File: src/rtl/stream_mux_arb_if.sv
// Handshake bundle for stream_mux_arb: N valid/ready producer lanes and one registered consumer lane.
// "slave" is the mux side; "master" is the producer/consumer environment side.
interface stream_mux_arb_if #(
    parameter int WIDTH = 8,
    parameter int N     = 4
);
    localparam int SELW = $clog2(N);

    logic [N*WIDTH-1:0] in_data;
    logic [N-1:0]       in_valid;
    logic [N-1:0]       in_ready;
    logic [WIDTH-1:0]   out_data;
    logic [SELW-1:0]    out_sel;
    logic               out_valid;
    logic               out_ready;

    modport slave (
        input  in_data, in_valid, out_ready,
        output in_ready, out_data, out_sel, out_valid
    );

    modport master (
        output in_data, in_valid, out_ready,
        input  in_ready, out_data, out_sel, out_valid
    );
endinterface

File: src/rtl/stream_mux_arb.sv
// N-channel stream mux with an internal arbiter and a one-slot registered output.
// Define STREAM_MUX_RR_EN for round-robin arbitration; otherwise lowest index wins.
module stream_mux_arb #(
    parameter int WIDTH = 8,
    parameter int N     = 4
) (
    input  logic            clk,
    input  logic            reset,
    stream_mux_arb_if.slave bus
);
    localparam int SELW = $clog2(N);

    typedef enum logic {EMPTY = 1'b0, FULL = 1'b1} slot_t;

    slot_t              r_state;
    logic [WIDTH-1:0]   r_data_p1;
    logic [SELW-1:0]    r_sel_p1;

    logic               w_take;
    logic               w_any;
    logic               w_accept;
    logic [SELW-1:0]    w_grant;
    logic [SELW-1:0]    w_idx;
    logic [N-1:0]       w_ready;
    logic [WIDTH-1:0]   w_data;

    assign w_take   = (r_state == EMPTY) || bus.out_ready;
    assign w_any    = |bus.in_valid;
    assign w_accept = w_take && w_any && !reset;

`ifdef STREAM_MUX_RR_EN
    logic [SELW-1:0]    r_ptr;
    logic               w_found;

    // Scan starts one past the last winner so every requester is reached within N accepts.
    always_comb begin
        w_grant = '0;
        w_idx   = '0;
        w_found = 1'b0;
        for (int k = 1; k <= N; k++) begin
            w_idx = SELW'((int'(r_ptr) + k) % N);
            if (!w_found && bus.in_valid[w_idx]) begin
                w_grant = w_idx;
                w_found = 1'b1;
            end
        end
    end
`else
    always_comb begin
        w_grant = '0;
        w_idx   = '0;
        for (int k = N - 1; k >= 0; k--) begin
            w_idx = SELW'(k);
            if (bus.in_valid[w_idx]) begin
                w_grant = w_idx;
            end
        end
    end
`endif

    assign w_data = bus.in_data[int'(w_grant)*WIDTH +: WIDTH];

    always_comb begin
        w_ready = '0;
        if (w_accept) begin
            w_ready[w_grant] = 1'b1;
        end
    end

    // Output slot: drains and refills on the same edge when both sides are ready.
    always_ff @(posedge clk or posedge reset) begin
        if (reset) begin
            r_state   <= EMPTY;
            r_data_p1 <= '0;
            r_sel_p1  <= '0;
`ifdef STREAM_MUX_RR_EN
            r_ptr     <= SELW'(N - 1);
`endif
        end else if (w_take) begin
            if (w_any) begin
                r_state   <= FULL;
                r_data_p1 <= w_data;
                r_sel_p1  <= w_grant;
`ifdef STREAM_MUX_RR_EN
                r_ptr     <= w_grant;
`endif
            end else begin
                r_state   <= EMPTY;
            end
        end
    end

    assign bus.in_ready  = w_ready;
    assign bus.out_data  = r_data_p1;
    assign bus.out_sel   = r_sel_p1;
    assign bus.out_valid = (r_state == FULL);
endmodule

File: src/flat_wrapper.sv
// flat-port wrapper written by rule: the top's interface ports become plain ports
module stream_mux_arb_flat 
#(
    parameter int WIDTH = 8,
    parameter int N     = 4
)
  (clk, reset, bus_in_data, bus_in_valid, bus_out_ready, bus_in_ready, bus_out_data, bus_out_sel, bus_out_valid);
  stream_mux_arb_if #(.WIDTH(WIDTH), .N(N)) bus_i ();
  input  logic clk;
  input  logic reset;
  input wire logic [$bits(bus_i.in_data)-1:0] bus_in_data;
  input wire logic [$bits(bus_i.in_valid)-1:0] bus_in_valid;
  input wire logic [$bits(bus_i.out_ready)-1:0] bus_out_ready;
  output wire logic [$bits(bus_i.in_ready)-1:0] bus_in_ready;
  output wire logic [$bits(bus_i.out_data)-1:0] bus_out_data;
  output wire logic [$bits(bus_i.out_sel)-1:0] bus_out_sel;
  output wire logic [$bits(bus_i.out_valid)-1:0] bus_out_valid;
  assign bus_i.in_data = bus_in_data;
  assign bus_i.in_valid = bus_in_valid;
  assign bus_i.out_ready = bus_out_ready;
  assign bus_in_ready = bus_i.in_ready;
  assign bus_out_data = bus_i.out_data;
  assign bus_out_sel = bus_i.out_sel;
  assign bus_out_valid = bus_i.out_valid;
  stream_mux_arb #(.WIDTH(WIDTH), .N(N)) u_core (.clk(clk), .reset(reset), .bus(bus_i));
endmodule
File: config.mk
export PLATFORM = sky130hd
export DESIGN_NAME = stream_mux_arb_flat
export DESIGN_NICKNAME = d
export VERILOG_FILES = /design/src/rtl/stream_mux_arb_if.sv /design/src/rtl/stream_mux_arb.sv /design/src/flat_wrapper.sv
export SDC_FILE = /design/constraint.sdc
export NUM_CORES = 1
export LEC_CHECK = 0
export ABC_AREA = 1
export BUFFER_PORTS_ARGS = -buffer_cell sky130_fd_sc_hd__buf_2
export CAP_MARGIN = 20
export CORE_ASPECT_RATIO = 0.7
export CORE_UTILIZATION = 38
export CTS_CLUSTER_DIAMETER = 80
export DETAILED_ROUTE_END_ITERATION = 12
export HOLD_SLACK_MARGIN = 0.03
export PLACE_DENSITY = 0.85
export SYNTH_ARGS = -nofsm -noshare
export SYNTH_HDL_FRONTEND = slang
export SYNTH_SLANG_ARGS = --single-unit
export TNS_END_PERCENT = 20
File: constraint.sdc
create_clock -name clk -period 1.2 [get_ports clk]
set_input_delay 0.24 -clock clk [delete_from_list [all_inputs] [get_ports clk]]
set_output_delay 0.24 -clock clk [all_outputs]
set_load 0.05 [all_outputs]
======== Word-level counts from Yosys, hierarchy flattened ========
Index checks and enable logic that the tools add are counted.
word-level totals
  register bits ........................... 11
  bits in latches ......................... 0
  memory bits (writable) .................. 0
  ROM bits ................................ 0
  input bits .............................. 39
  logic and storage cells ................. 22
  memories ................................ 0
cells by class
  $add $sub $neg .......................... 0
  multipliers ............................. 0
  divide/modulo/power cells ............... 0
  order comparisons ....................... 2
  eq/ne operators ......................... 0
  shift-type cells ........................ 1
  muxes and demuxes ....................... 8
  bitwise logic cells ..................... 1
  reduce and logical (&&, ||, !) cells .... 7
operator list
  cell                                                        number
  variable part select 32 x 6 -> 8 bit                        1
  two-way mux 2 bit                                           4
  two-way mux 4 bit                                           1
  OR reduction 4 bit                                          1
  logical AND 1 bit                                           3
  less-than comparator 2 x 3 -> 1 bit, second input constant  1
  demux 1 bit (select 2 bit)                                  1
  >= comparator 2 x 1 -> 1 bit, second input constant         1
  two-way mux 1 bit                                           2
  AND reduction 2 bit                                         1
  logical NOT 1 bit                                           1
  logical OR 1 bit                                            1
  inverter 1 bit                                              1

======== Logic depth before layout (Yosys ltp) ========
  depth after elaboration ................. 9
  gate-level depth with buffers ........... 10

======== Worst setup path before layout ========
No wires, ideal clock.
  path kind ............................... register -> output
  start point ............................. reg u_core.r_state, in the netlist u_core.bus.out_valid
  end point ............................... out bus_in_ready[2]
  data arrival time ....................... 2.128 ns
  path slack .............................. -1.168 ns
  cell stages (with the launch flop) ...... 6
  buffers on the path ..................... 0
  cells stage by stage .................... dfrtp_1 > inv_1 > nor2_1 > a21oi_4 > nand2_1 > nor3_1
on the way
  cells in the longest elaborated chain, start to end .. 5
RTL lines
  item                             RTL line              RTL
  start, declared                  stream_mux_arb.sv:15  slot_t r_state;
  start signal, assigned           stream_mux_arb.sv:73  r_state <= EMPTY;
  start signal, assigned           stream_mux_arb.sv:81  r_state <= FULL;
  start signal, assigned           stream_mux_arb.sv:88  r_state <= EMPTY;
  inverter 1 bit                   stream_mux_arb.sv:27  assign w_take = (r_state == EMPTY) || bus.out_ready;
  logical OR 1 bit                 stream_mux_arb.sv:27
  logical AND 1 bit (2 in series)  stream_mux_arb.sv:29  assign w_accept = w_take && w_any && !reset;
  two-way mux 4 bit                stream_mux_arb.sv:65  if (w_accept) begin
  end, declared                    flat_wrapper.sv:14    output wire logic [$bits(bus_i.in_ready)-1:0] bus_in_ready;
Every way passes these cells.

======== Worst setup path after layout ========
  start point ............................. reg u_core.r_state, in the netlist u_core.bus.out_valid
  end point ............................... out bus_in_ready[3]
The elaborated chain is that of the path after synthesis.

==> results by group <==
Cells and area
  • Nets: 239
  • Fin util: 62.76%
  • Layout Cells excl Fill: 231
  • Area of the multi-input gates: 518.0 sq um
  • P&R area growth vs syn: 55.81%
  • Storage cell area: 276.5 sq um
  • Filler cells: 216
  • Final cell area excluding filler cells: 1341 sq um
  • Share of cells above drive strength 1: 43.72%
  • Ant diodes: 0

Logic synthesis
  • Seq/Total Area, Yosys: 31.98%
  • Synth Register Bits: 11
  • Synthesized net count: 174
  • Yosys cell types: 18
  • Synth Warn #: 0
  • Post-Synthesis Cells: 135
  • Avg Cell Area, Syn: 6.376 sq um
  • Post-Synthesis Cell Area: 860.8 sq um

Route
  • Initial DRC count: 35
  • Vias per cell: 4.662
  • # DRC: 0
  • Drt wl/cell: 10.39 microns
  • Post-route antenna net violation count: 0
  • Vias: 1,077
  • First-pass DRT Iterations: 4
  • Final Routed Wirelength: 2399 microns

CTS
  • CTS Buffer Depth: 2
  • Clock Latency Late Sink: 260 ps
  • Clock-pin slew on the worst setup and hold paths: 60 ps
  • H-Tree Depth: 1
  • CTS root buf: clkbuf_4
  • CTS Sinks: 11
  • CTS tree: yes
  • TritonCTS Buffers: 3
  • Hold_buf cts: 0

STA
  • Final Hold Vio Count: 0
  • Period utilization: 133.9%
  • Endpoints failing setup: 14
  • Min setup slack post-route: -406.4 ps
  • Max-slew violations: 0
  • Slew HR: 79.25%
  • Total negative setup slack: -1901 ps
  • RSZ-0062 raised after global routing: true
  • Final period demand of the worst path: 1606 ps
  • Skew final: 1.165 ps
  • Measured slew at the worst slew-check pin: 310.5 ps
  • Fmax: 0.6225 GHz
  • Hold slack: 64.71 ps

Setup path
  • Worst-path fanout max: 4
  • Kind of critical path: register to output port
  • Worst endpoint required time: 960 ps
  • CP peak stage delay: 410 ps
  • Type of origin of the critical path: register
  • CP endpoint kind: output port
  • Crit-path slowest cell: dfrtp_2
  • Sequence of cells on the critical path: inv_2 -> nor2_2 -> a21oi_4 -> nand2_4 -> nor3_4 -> buf_6
  • WP data arrival: 1370 ps

GRT
  • First-pass GRT wire length: 4057 microns
  • Largest net degree at the start of global routing: 18
  • Initial antenna violation count: 0
  • Vias in the first global route: 999
  • GR Overflow Total: 0
  • GRT Resource Usage Total: 21.85%

Worst hold path
  • Hold WC Path Type: input port to async pin

Pwr
  • Worst VDD drop: 669.0 uV
  • Total Power: 1.363 mW
  • P_leak: 0.7635 nW
  • Power per cell area: 1016 nW/um^2

Place
  • DP HPWL: 1984 microns
  • Worst slack, placed: -301.5 ps
  • Cells after DPL: 226
  • Placed instance area: 1266 sq um
  • RD Place Congestion: 0.7924
  • Number of port buffers: 53

Die
  • Area of the core: 2137 sq um
  • IO Pins: 54
  • Site Rows: 14
  • Initial core utilization: 40.28%
  • Height of the die: 41.82 microns
  • Die area: 2463 sq um
  • Chip width: 58.89 microns

Flow run
  • Max-Cap Viols: 0

Status
  • Failing checks: negative setup slack
  • Status: finished, violations left
-- worst max-delay path, delay by kind of cell (launching register included) --
kind,cells,cell delay (ps)
AO/OA/AOI/OAI,1,140
buffers and inverters,2,240
flip-flops,1,410
AND/OR/NAND/NOR,3,310
-- layout by cell type, fill, tap and decap left out, drive strengths merged --
cell type | Yosys | final
buf | 6 | 66
clkbuf | 0 | 4
dfrtp | 11 | 11
nand4 | 8 | 8
nor3 | 2 | 2
nand2 | 34 | 34
inv | 17 | 17
nor2 | 29 | 29
nand3 | 24 | 24
o21ai | 3 | 3
a21oi | 1 | 1
-- power by group --
part	internal, mW	switching, mW	leakage (nW)
Combinational	0.216	0.447	0.621
Sequential	0.428	0.0300	0.127
Clock	0.129	0.113	0.0150
-- synth_stat cells, drive strengths merged --
library cell | n | area [sq um]
a21oi | 1 | 16.27
buf | 6 | 51.30
dfrtp | 11 | 275.3
inv | 17 | 63.81
nand2 | 34 | 140.1
nand3 | 24 | 120.1
nand4 | 8 | 50.05
nor2 | 29 | 118.9
nor3 | 2 | 10.01
o21ai | 3 | 15.01
-- path summary, 6_finish.rpt --
check                                      start  slack, ps                endpoint  cells past startpoint
max                         u_core.bus.out_valid       -410         bus_in_ready[3]                      6
min                                        reset         60  u_core.bus.out_data[0]                      3
max reg2reg                 u_core.bus.out_valid        -60  u_core.bus.out_data[3]                      8
min reg2reg                u_core.bus.out_sel[0]        490   u_core.bus.out_sel[0]                      2
max in group asynchronous                  reset        980    u_core.bus.out_valid                      3
min in group clk                   bus_out_ready        170    u_core.bus.out_valid                      2
-- per-layer routing --
| layer | global-route usage, % | share of wire [%] |
|---|---|---|
| met1 | 28.57 | 49 |
| met2 | 36.82 | 45 |
| met3 | 5.919 | 5.8 |
| met4 | 2.857 | 0.25 |
| met5 | 0 | 0 |
-- kinds of logic (layout without fill, tap and decap cells) --
logic type,Yosys count,in the layout,share of synthesized area (%)
flip-flops,11,11,31.98
buffers and inverters,23,87,13.37
AO/OA/AOI/OAI,4,4,3.634
AND/OR/NAND/NOR,97,97,51.02
-- state kept, by name, indices dropped and copies added, names as in the netlist --
signal and count:
u_core.bus.out_data 8, u_core.bus.out_sel 2, u_core.bus.out_valid 1
-- timing repair --
action | CTS | global route
setup buffers | 1 | 0
hold endpoints to repair | 0 | 0
endpoints found under the setup margin | 14 | 15
gates resized for setup | 12 | 1
pin swaps | 2 | 0
-- area by class of cell --
cell class              instances  share of cell area [%]
multi-input cells             101                   38.62
repair buffers                 66                   31.06
flip-flops and latches         11                   20.62
inverters                      17                   4.757
well taps                      32                   2.985
clock buffers                   4                   1.959
(Power assumes the default switching activity.)
